## src/rtl/board_reader_if.sv

```systemverilog
// Cell-token stream from board_reader to the tile renderer: valid/ready plus row, col, glyph, cursor and last.
// The master drives the token fields and valid; the slave drives ready.
interface board_reader_if #(
    parameter int N = 8
);
    localparam int RW = (N > 1) ? $clog2(N) : 1;

    logic          out_valid;
    logic          out_ready;
    logic [RW-1:0] out_row;
    logic [RW-1:0] out_col;
    logic [3:0]    out_glyph;
    logic          out_cursor;
    logic          out_last;

    modport master (
        output out_valid, out_row, out_col, out_glyph, out_cursor, out_last,
        input  out_ready
    );

    modport slave (
        input  out_valid, out_row, out_col, out_glyph, out_cursor, out_last,
        output out_ready
    );
endinterface

```

## src/rtl/board_reader.sv

```systemverilog
// Snapshots the NxN board on start, streams decoded cell tokens row-major, then publishes frame statistics.
// Latency: first token valid the cycle after the start edge; done pulses the cycle after the last transfer.
// Backpressure: token fields hold while out_ready is low. Build option DEBUG_REVEAL_EN decodes every cell as revealed.
module board_reader #(
    parameter int N      = 8,
    parameter int CELL_W = 9,
    parameter int CNT_W  = $clog2(N*N+1)
) (
    input  logic                            clk,
    input  logic                            rst,
    input  logic [0:N-1][0:N-1][CELL_W-1:0] board_in,
    input  logic                            start,
    output logic                            busy,
    board_reader_if.master                  tok,
    output logic                            done,
    output logic [CNT_W-1:0]                revealed_cnt,
    output logic [CNT_W-1:0]                flag_cnt,
    output logic                            win,
    output logic                            lose
);
    localparam int              RW       = (N > 1) ? $clog2(N) : 1;
    localparam logic [RW-1:0]   LAST_IDX = RW'(N-1);
    localparam logic [CNT_W:0]  TOTAL    = (CNT_W+1)'(N*N);

    typedef enum logic [1:0] {IDLE, SCAN, DONE} state_t;

    state_t                          state;
    logic [0:N-1][0:N-1][CELL_W-1:0] snap;
    logic [RW-1:0]                   row, col, nrow, ncol;
    logic [3:0]                      glyph;
    logic                            cursor, last, valid;
    logic [CNT_W-1:0]                acc_rev, acc_flag, acc_bomb;
    logic                            acc_hit;
    logic [CNT_W-1:0]                rev_nxt, flag_nxt, bomb_nxt;
    logic                            hit_nxt, win_nxt;
    logic                            c_bomb, c_rev, c_flag;

    function automatic logic [3:0] glyph_of(input logic [6:0] c);
        logic shown;
        shown = c[5];
`ifdef DEBUG_REVEAL_EN
        shown = c[5] | 1'b1;
`endif
        if (!shown && c[6]) return 4'd10;
        if (!shown)         return 4'd9;
        if (c[4])           return 4'd11;
        if (c[3:0] <= 4'd8) return c[3:0];
        return 4'd12;
    endfunction

    always_comb begin
        ncol = col + 1'b1;
        nrow = row;
        if (col == LAST_IDX) begin
            ncol = '0;
            nrow = row + 1'b1;
        end
    end

    assign c_bomb = snap[row][col][4];
    assign c_rev  = snap[row][col][5];
    assign c_flag = snap[row][col][6];

    // Accumulators including the cell being transferred this cycle.
    assign rev_nxt  = acc_rev  + CNT_W'(c_rev & ~c_bomb);
    assign flag_nxt = acc_flag + CNT_W'(c_flag & ~c_rev);
    assign bomb_nxt = acc_bomb + CNT_W'(c_bomb);
    assign hit_nxt  = acc_hit | (c_rev & c_bomb);
    assign win_nxt  = ~hit_nxt & (({1'b0, rev_nxt} + {1'b0, bomb_nxt}) == TOTAL);

    assign tok.out_valid  = valid;
    assign tok.out_row    = row;
    assign tok.out_col    = col;
    assign tok.out_glyph  = glyph;
    assign tok.out_cursor = cursor;
    assign tok.out_last   = last;

    always_ff @(posedge clk or negedge rst) begin
        if (!rst) begin
            state        <= IDLE;
            snap         <= '0;
            row          <= '0;
            col          <= '0;
            glyph        <= '0;
            cursor       <= 1'b0;
            last         <= 1'b0;
            valid        <= 1'b0;
            busy         <= 1'b0;
            done         <= 1'b0;
            acc_rev      <= '0;
            acc_flag     <= '0;
            acc_bomb     <= '0;
            acc_hit      <= 1'b0;
            revealed_cnt <= '0;
            flag_cnt     <= '0;
            win          <= 1'b0;
            lose         <= 1'b0;
        end else begin
            done <= 1'b0;
            case (state)
                IDLE: begin
                    if (start) begin
                        snap     <= board_in;
                        row      <= '0;
                        col      <= '0;
                        glyph    <= glyph_of(board_in[0][0][6:0]);
                        cursor   <= board_in[0][0][7];
                        last     <= (N == 1);
                        valid    <= 1'b1;
                        busy     <= 1'b1;
                        acc_rev  <= '0;
                        acc_flag <= '0;
                        acc_bomb <= '0;
                        acc_hit  <= 1'b0;
                        state    <= SCAN;
                    end
                end
                SCAN: begin
                    if (tok.out_ready) begin
                        acc_rev  <= rev_nxt;
                        acc_flag <= flag_nxt;
                        acc_bomb <= bomb_nxt;
                        acc_hit  <= hit_nxt;
                        if (last) begin
                            // Status lands with the done pulse so the consumer can sample both together.
                            revealed_cnt <= rev_nxt;
                            flag_cnt     <= flag_nxt;
                            win          <= win_nxt;
                            lose         <= hit_nxt;
                            valid        <= 1'b0;
                            last         <= 1'b0;
                            done         <= 1'b1;
                            state        <= DONE;
                        end else begin
                            row    <= nrow;
                            col    <= ncol;
                            glyph  <= glyph_of(snap[nrow][ncol][6:0]);
                            cursor <= snap[nrow][ncol][7];
                            last   <= (nrow == LAST_IDX) && (ncol == LAST_IDX);
                        end
                    end
                end
                DONE: begin
                    busy  <= 1'b0;
                    state <= IDLE;
                end
                default: state <= IDLE;
            endcase
        end
    end
endmodule
```

## src/flat_wrapper.sv

```systemverilog
// flat-port wrapper written by rule: the top's interface ports become plain ports
module board_reader_flat 
#(
    parameter int N      = 8,
    parameter int CELL_W = 9,
    parameter int CNT_W  = $clog2(N*N+1)
)
  (clk, rst, board_in, start, busy, done, revealed_cnt, flag_cnt, win, lose, tok_out_valid, tok_out_row, tok_out_col, tok_out_glyph, tok_out_cursor, tok_out_last, tok_out_ready);
  board_reader_if #(.N(N)) tok_i ();
  input  logic clk;
  input  logic rst;
  input  logic [0:N-1][0:N-1][CELL_W-1:0] board_in;
  input  logic start;
  output logic busy;
  output logic done;
  output logic [CNT_W-1:0] revealed_cnt;
  output logic [CNT_W-1:0] flag_cnt;
  output logic win;
  output logic lose;
  output wire logic [$bits(tok_i.out_valid)-1:0] tok_out_valid;
  output wire logic [$bits(tok_i.out_row)-1:0] tok_out_row;
  output wire logic [$bits(tok_i.out_col)-1:0] tok_out_col;
  output wire logic [$bits(tok_i.out_glyph)-1:0] tok_out_glyph;
  output wire logic [$bits(tok_i.out_cursor)-1:0] tok_out_cursor;
  output wire logic [$bits(tok_i.out_last)-1:0] tok_out_last;
  input wire logic [$bits(tok_i.out_ready)-1:0] tok_out_ready;
  assign tok_out_valid = tok_i.out_valid;
  assign tok_out_row = tok_i.out_row;
  assign tok_out_col = tok_i.out_col;
  assign tok_out_glyph = tok_i.out_glyph;
  assign tok_out_cursor = tok_i.out_cursor;
  assign tok_out_last = tok_i.out_last;
  assign tok_i.out_ready = tok_out_ready;
  board_reader #(.N(N), .CELL_W(CELL_W), .CNT_W(CNT_W)) u_core (.clk(clk), .rst(rst), .board_in(board_in), .start(start), .busy(busy), .tok(tok_i), .done(done), .revealed_cnt(revealed_cnt), .flag_cnt(flag_cnt), .win(win), .lose(lose));
endmodule
```

## config.mk

```make
export PLATFORM = sky130hd
export DESIGN_NAME = board_reader_flat
export DESIGN_NICKNAME = d
export VERILOG_FILES = /design/src/rtl/board_reader_if.sv /design/src/rtl/board_reader.sv /design/src/flat_wrapper.sv
export SDC_FILE = /design/constraint.sdc
export NUM_CORES = 2
export LEC_CHECK = 0
export BUFFER_PORTS_ARGS = -buffer_cell sky130_fd_sc_hd__buf_2
export CORE_MARGIN = 10
export CORE_UTILIZATION = 50
export DETAILED_ROUTE_END_ITERATION = 10
export PLACE_DENSITY = 0.7
export SLEW_MARGIN = 20
export SYNTH_ARGS = -nofsm -noshare
export SYNTH_HDL_FRONTEND = slang
export SYNTH_SLANG_ARGS = --single-unit
```

## constraint.sdc

```tcl
create_clock -name clk -period 6.3 [get_ports clk]
set_input_delay 0.945 -clock clk [delete_from_list [all_inputs] [get_ports clk]]
set_output_delay 0.945 -clock clk [all_outputs]
set_load 0.1 [all_outputs]
```

### Yosys cells after proc, flatten, opt, wreduce, memory -nomap -nowiden

Cells that the tools add are included.

* latch bits: 0
* flip-flop bits (word level): 631
* logic and storage cells: 240
* output and inout port bits: 31
* bits in writable memories: 0
* memory bits (read-only): 0
* memories: 0

* div/mod/pow operators: 0
* equal/unequal tests: 10
* magnitude comparators: 6
* add/subtract/negate cells: 6
* shift operators: 0
* bitwise gates (word level): 12
* multipliers: 0
* reduce and logical (&&, ||, !) cells: 15
* multiplexer cells: 110

Operator list (number)
* $bmux 72 s3: 2
* $mux 72: 4
* $mux 4: 19
* $bmux 9 s3: 2
* $mux 1: 53
* $mux 7: 6
* $pmux 7 s2: 3
* $mux 3: 7
* $ge 4x4->1 const B: 4
* $mux 8: 2
* $not 3->4: 4
* $add 7x7->7: 2
* $and 1x7->7: 2
* $not 1->7: 2
* $pmux 3 s2: 2
* $pmux 1 s2: 5
* $eq 3x3->1 const B: 3
* $reduce_and 3->1: 3
* $add 7x7->8: 1
* $eq 8x7->1 const B: 1
* $le 4x4->1 const B: 2
* $pmux 4 s2: 1
* $reduce_and 4->1: 2
* $add 7x1->7: 1
* 15 further kinds: 26

### Logic depth before layout (Yosys ltp)

* depth after elaboration: 37
* mapped depth: 21

### Worst setup path before layout

OpenSTA, ideal clock, no wires.

* path kind: register to register
* start point: reg u_core.row[0], in the netlist u_core.tok.out_row[0]
* end point: reg u_core.win
* path buffers: 2
* library setup time: 0.122 ns
* stages on the path, launching flop included: 16
* arrival time: 5.126 ns
* path slack: 1.052 ns
* cells stage by stage: dfrtp_1 buf_6 buf_12 mux4_2 mux4_2 mux4_2 nor2b_1 ha_1 ha_1 fa_1 nor2b_1 a221oi_1 maj3_1 a21oi_1 a31o_1 a22o_1

* longest elaborated chain between the ends: 13

Ends and longest elaborated chain
* start, declared: RTL line board_reader.sv:29 `logic [RW-1:0] row, col, nrow, ncol;`
* start signal, assigned: RTL line board_reader.sv:135 `row <= nrow;`
* $not 3->4 (not written as such) *: RTL line board_reader.sv:60, board_reader.sv:61
* $bmux 72 s3 *: RTL line board_reader.sv:60, board_reader.sv:61
* $mux 72 (not written as such) * (2 in a row): RTL line board_reader.sv:60, board_reader.sv:61
* $bmux 9 s3 *: RTL line board_reader.sv:60, board_reader.sv:61
* $mux 7 (not written as such) * (2 in a row): RTL line board_reader.sv:61 `assign c_rev = snap[row][col][5];`
* $not 1->7: RTL line board_reader.sv:65 `assign rev_nxt = acc_rev + CNT_W'(c_rev & ~c_bomb);`
* $and 1x7->7 *: RTL line board_reader.sv:65
* $add 7x7->7 *: RTL line board_reader.sv:65
* net u_core.rev_nxt[0]: RTL line board_reader.sv:34 `logic [CNT_W-1:0] rev_nxt, flag_nxt, bomb_nxt;`
* $add 7x7->8 *: RTL line board_reader.sv:69 `assign win_nxt = ~hit_nxt & (({1'b0, rev_nxt} + {1'b0, bomb_nxt}) == TOTAL);`
* $eq 8x7->1 *: RTL line board_reader.sv:69
* $and 1x1->1 *: RTL line board_reader.sv:69
* end signal, assigned: RTL line board_reader.sv:128 `win <= win_nxt;`
* end, declared: RTL line board_reader.sv:18 `output logic win,`

Mark *: on every way through the listed nets, which the timed path passes. The rest lies on a longest branch. The select of a mux whose other input is x is not followed.
A chain may end at the register's enable or synchronous reset.

### Worst setup path in the final report

* start point: reg u_core.row[0], in the netlist u_core.tok.out_row[0]
* end point: reg u_core.win

* longest elaborated chain between the ends: 13

Ends and longest elaborated chain (RTL line)
* $not 3->4 (not written as such) *: board_reader.sv:60, board_reader.sv:61
* $bmux 72 s3 *: board_reader.sv:60, board_reader.sv:61
* $mux 72 (not written as such) * (2 in a row): board_reader.sv:60, board_reader.sv:61
* $bmux 9 s3 *: board_reader.sv:60, board_reader.sv:61
* $mux 7 (not written as such) * (2 in a row): board_reader.sv:61
* $not 1->7: board_reader.sv:65
* $and 1x7->7: board_reader.sv:65
* $add 7x7->7: board_reader.sv:65
* $add 7x7->8: board_reader.sv:69
* $eq 8x7->1: board_reader.sv:69
* $and 1x1->1 *: board_reader.sv:69

Mark *: on every way between the ends. The rest lies on a longest branch, timed or not. The select of a mux whose other input is x is not followed.

==> results.md <==
* Count of final hold-check violations at 0
* Sum Neg Setup Slack at 0 ps
* Port buffer count at 546
* Root Buffer: clkbuf_16
* Asr flop ratio synth at 100%
* CP Buf/Inv Count at 2
* Die area at 0.0682 mm2
* Die H at 261 um
* Die width at 261 um
* Total track usage at 30.5%
* Dominant cell type by area after synthesis: dfrtp_1
* Top-count cell post-synth: nand2_1
* CTS tree: yes
* Final Instance Area at 0.0344 mm2
* Initial antenna violation count at 29
* Outcome: finished, final reports clean
* Max-cap viol count at 0
* RSZ-0062 raised after global routing: false
* CTS Buffer Depth at 3
* Worst Skew at 25.6 ps
* CP max stage cell: dfrtp_4
* HP Class: in -> async
* IO Pins at 611
* Synth cell types at 86
* Starting Density at 50.5%
* Max incr delay on CP at 830 ps
* Post-DR wirelength/cell at 23.6 um
* Area contributors post-synth: dfrtp_1 49%, nand2_1 21%, mux4_2 8.8%
* Crit end category: register
* CP Launch Type: register
* Critical Path RT at 6800 ps
* Fin cells at 4497
* First-pass GRT wire length at 157000 um
* Cell area after synthesis at 0.0291 mm2
* Vias post-DR at 25.4k
* H-tree depth at 2
* Final core occ at 59.7%
* Total congestion overflow at 0
* Max FO, Critical Path at 26
* Pin count of the biggest net entering global routing at 223
* FP Rows at 88
* Routability cong. at 0.877
* Ys flop type: dfrtp_1
* WHS at 422 ps
* Hpwl dp at 77300 um
* Initial DRC Count at 2697
* Mapped Cells at 3225
* Post-layout min period at 5840 ps
* EDFF count, synth at 0
* DR DRC count at 0
* Clk slew on worst S/H paths at 60 ps
* Pwr/cell area at 460 mW/mm2
* Pre-antenna DRT Iters at 5
* Max transition margin at 25.1%
* Critical path class: reg -> reg
* Slew Viols, Final at 0
* Via density at 5.66
* Sequential element share of the synthesized area at 48.8%
* Inserted Clock Buffers at 61
* Post-DRT Antenna Nets at 0
* Syn_nets at 3822
* NumNets Final at 4267
* Commonest cells post-synth: 1621 x nand2_1, 567 x dfrtp_1, 148 x clkbuf_1
* Area of the core at 0.0576 mm2
* Fmax at 171 MHz
* Area grow syn2layout at 18.3%
* Leakage at 0.0176 uW
* Syn. warnings at 0
* Filler instances at 5150
* Final wirelength at 106000 um
* Setup Fix Bufs, Post-CTS at 0
* Share of cells above drive strength 1 at 23.1%
* Vias in the first global route at 25.3k
* Placed Instances at 4372
* Top-area cell type share of the netlist area at 48.8%
* Yosys reg bits at 567
* CTS Hold Bufs at 0
* Clock Latency Late Sink at 640 ps
* Post-CTS Resized at 0
* CP top delay family: compound AO/OA/AOI/OAI gates
* Post-DP Area at 0.0323 mm2
* CP arrival at 6330 ps
* Clock sinks at 567
* Final setup violation count at 0
* Syn Area/Cell at 9.01 um2
* Peak supply drop at 0.250 mV
* Fin crit share at 92.6%
* Slew at the pin with the worst max-slew slack at 1120 ps
* Critical Path, Cell by Cell: buf_4 -> mux4_2 -> mux4_2 -> nor2b_1 -> a211oi_1 -> a21oi_1 -> nor2b_1 -> ha_1 -> nand3_1 -> xor2_1 -> inv_1 -> ha_1 -> a221oi_1 -> maj3_1 -> a21oi_1 -> a31o_1 -> a22o_1
[power breakdown]
group	internal [uW]	leakage (uW)	switching, uW
sequential	4790	0.00710	957
clock	2130	0.000989	1510
combinational	2660	0.00947	3770
[registers in the layout, summed over array words and instances, names as in the netlist]
register               cells
u_core.acc_rev             7
u_core.tok.out_col         3
u_core.tok.out_row         3
u_core.acc_bomb            7
u_core.win                 1
u_core.tok.out_cursor      1
u_core.snap              512
u_core.state               2
u_core.tok.out_glyph       4
u_core.acc_flag            7
u_core.done                1
u_core.flag_cnt            7
u_core.revealed_cnt        7
u_core.tok.out_valid       1
u_core.acc_hit             1
u_core.lose                1
u_core.tok.out_last        1
u_core.busy                1
[cell families after synthesis]
family	after synthesis	share of synthesized area (%)
adder cells (fa/ha/maj)	18	0.792
flip-flops	567	48.8
buffers and inverters	237	3.74
AND/OR/NAND/NOR	1827	25.2
XOR/XNOR	24	0.835
AO/OA/AOI/OAI	314	7.43
multiplexers	238	13.2
[worst reg2reg max path: stages, from the launching register on]
cell and delay (ps):
dfrtp_4 830, buf_4 320, mux4_2 570, mux4_2 470, nor2b_1 140, a211oi_1 510
a21oi_1 270, nor2b_1 280, ha_1 270, nand3_1 120, xor2_1 330, inv_1 90
ha_1 310, a221oi_1 480, maj3_1 280, a21oi_1 80, a31o_1 210, a22o_1 180
[worst paths after layout]
path	startpoint	depth (start not counted)	end	slack [ps]
worst max register to register	u_core.tok.out_row[0]	17	u_core.win	460
worst max-delay path	u_core.tok.out_row[0]	17	u_core.win	460
worst min register to register	u_core.snap[329]	2	u_core.snap[329]	470
worst min-delay path	rst	1	u_core.snap[443]	420
max in group asynchronous	rst	2	u_core.snap[58]	4590
min in group clk	u_core.snap[329]	2	u_core.snap[329]	470
[layout make-up]
| cell class | count | area (um2) | share of cell area, % |
|---|---|---|---|
| tap | 765 | 957 | 2.78 |
| inverter | 18 | 67.6 | 0.196 |
| clock inverter | 17 | 201 | 0.586 |
| antenna | 17 | 42.5 | 0.124 |
| sequential | 567 | 14200 | 41.3 |
| timing repair buffer | 601 | 3280 | 9.54 |
| multi-input combinational | 2421 | 13800 | 40.2 |
| clock buffer | 91 | 1810 | 5.27 |
[cell usage in the layout, fill, tap and decap left out, types with 7 or more instances in the layout]
cell       instances
a22oi_1           57
nor3_1            18
a211oi_1          15
o2111ai_1          8
o21ai_0           62
a21oi_1           40
nor2_1            35
dfrtp_1          564
clkbuf_8          13
and3_1            19
a221oi_1          10
o221ai_1          15
o211ai_1           8
mux2i_1          103
xnor2_1           11
inv_1             14
o21ai_1            7
buf_2            545
clkbuf_1          15
ha_1              14
diode_2           17
nor2b_1           16
or3_1              9
clkinv_2           8
buf_4             45
clkbuf_16         63
mux2_2            18
nand2b_1          10
mux4_2           113
nand3_1           36
nand4_1            7
nand2_1         1621
o31ai_1           10
buf_12            10
xor2_1            11
o22ai_1           29
and3b_1            7
[layer usage]
layer | vias up | wire (um) | GRT usage, %
met1 | 12400 | 43500 | 40.6
met4 | 16 | 4390 | 12.3
li1 | 11700 | - | -
met5 | - | 112 | 0
met2 | 1101 | 49200 | 48.2
met3 | 205 | 8930 | 6.70
[metrics by stage]
| step | worst slack (ps) | power, uW |
|---|---|---|
| 2_1_floorplan | 1050 | 9860 |
| 3_3_place_gp | 704 | 12000 |
| 3_5_place_dp | 630 | 12100 |
| 4_1_cts | 614 | 15800 |
| 5_1_grt | 318 | 16600 |
| 6_report | 464 | 15800 |
Power figures use the tool's default switching activity.
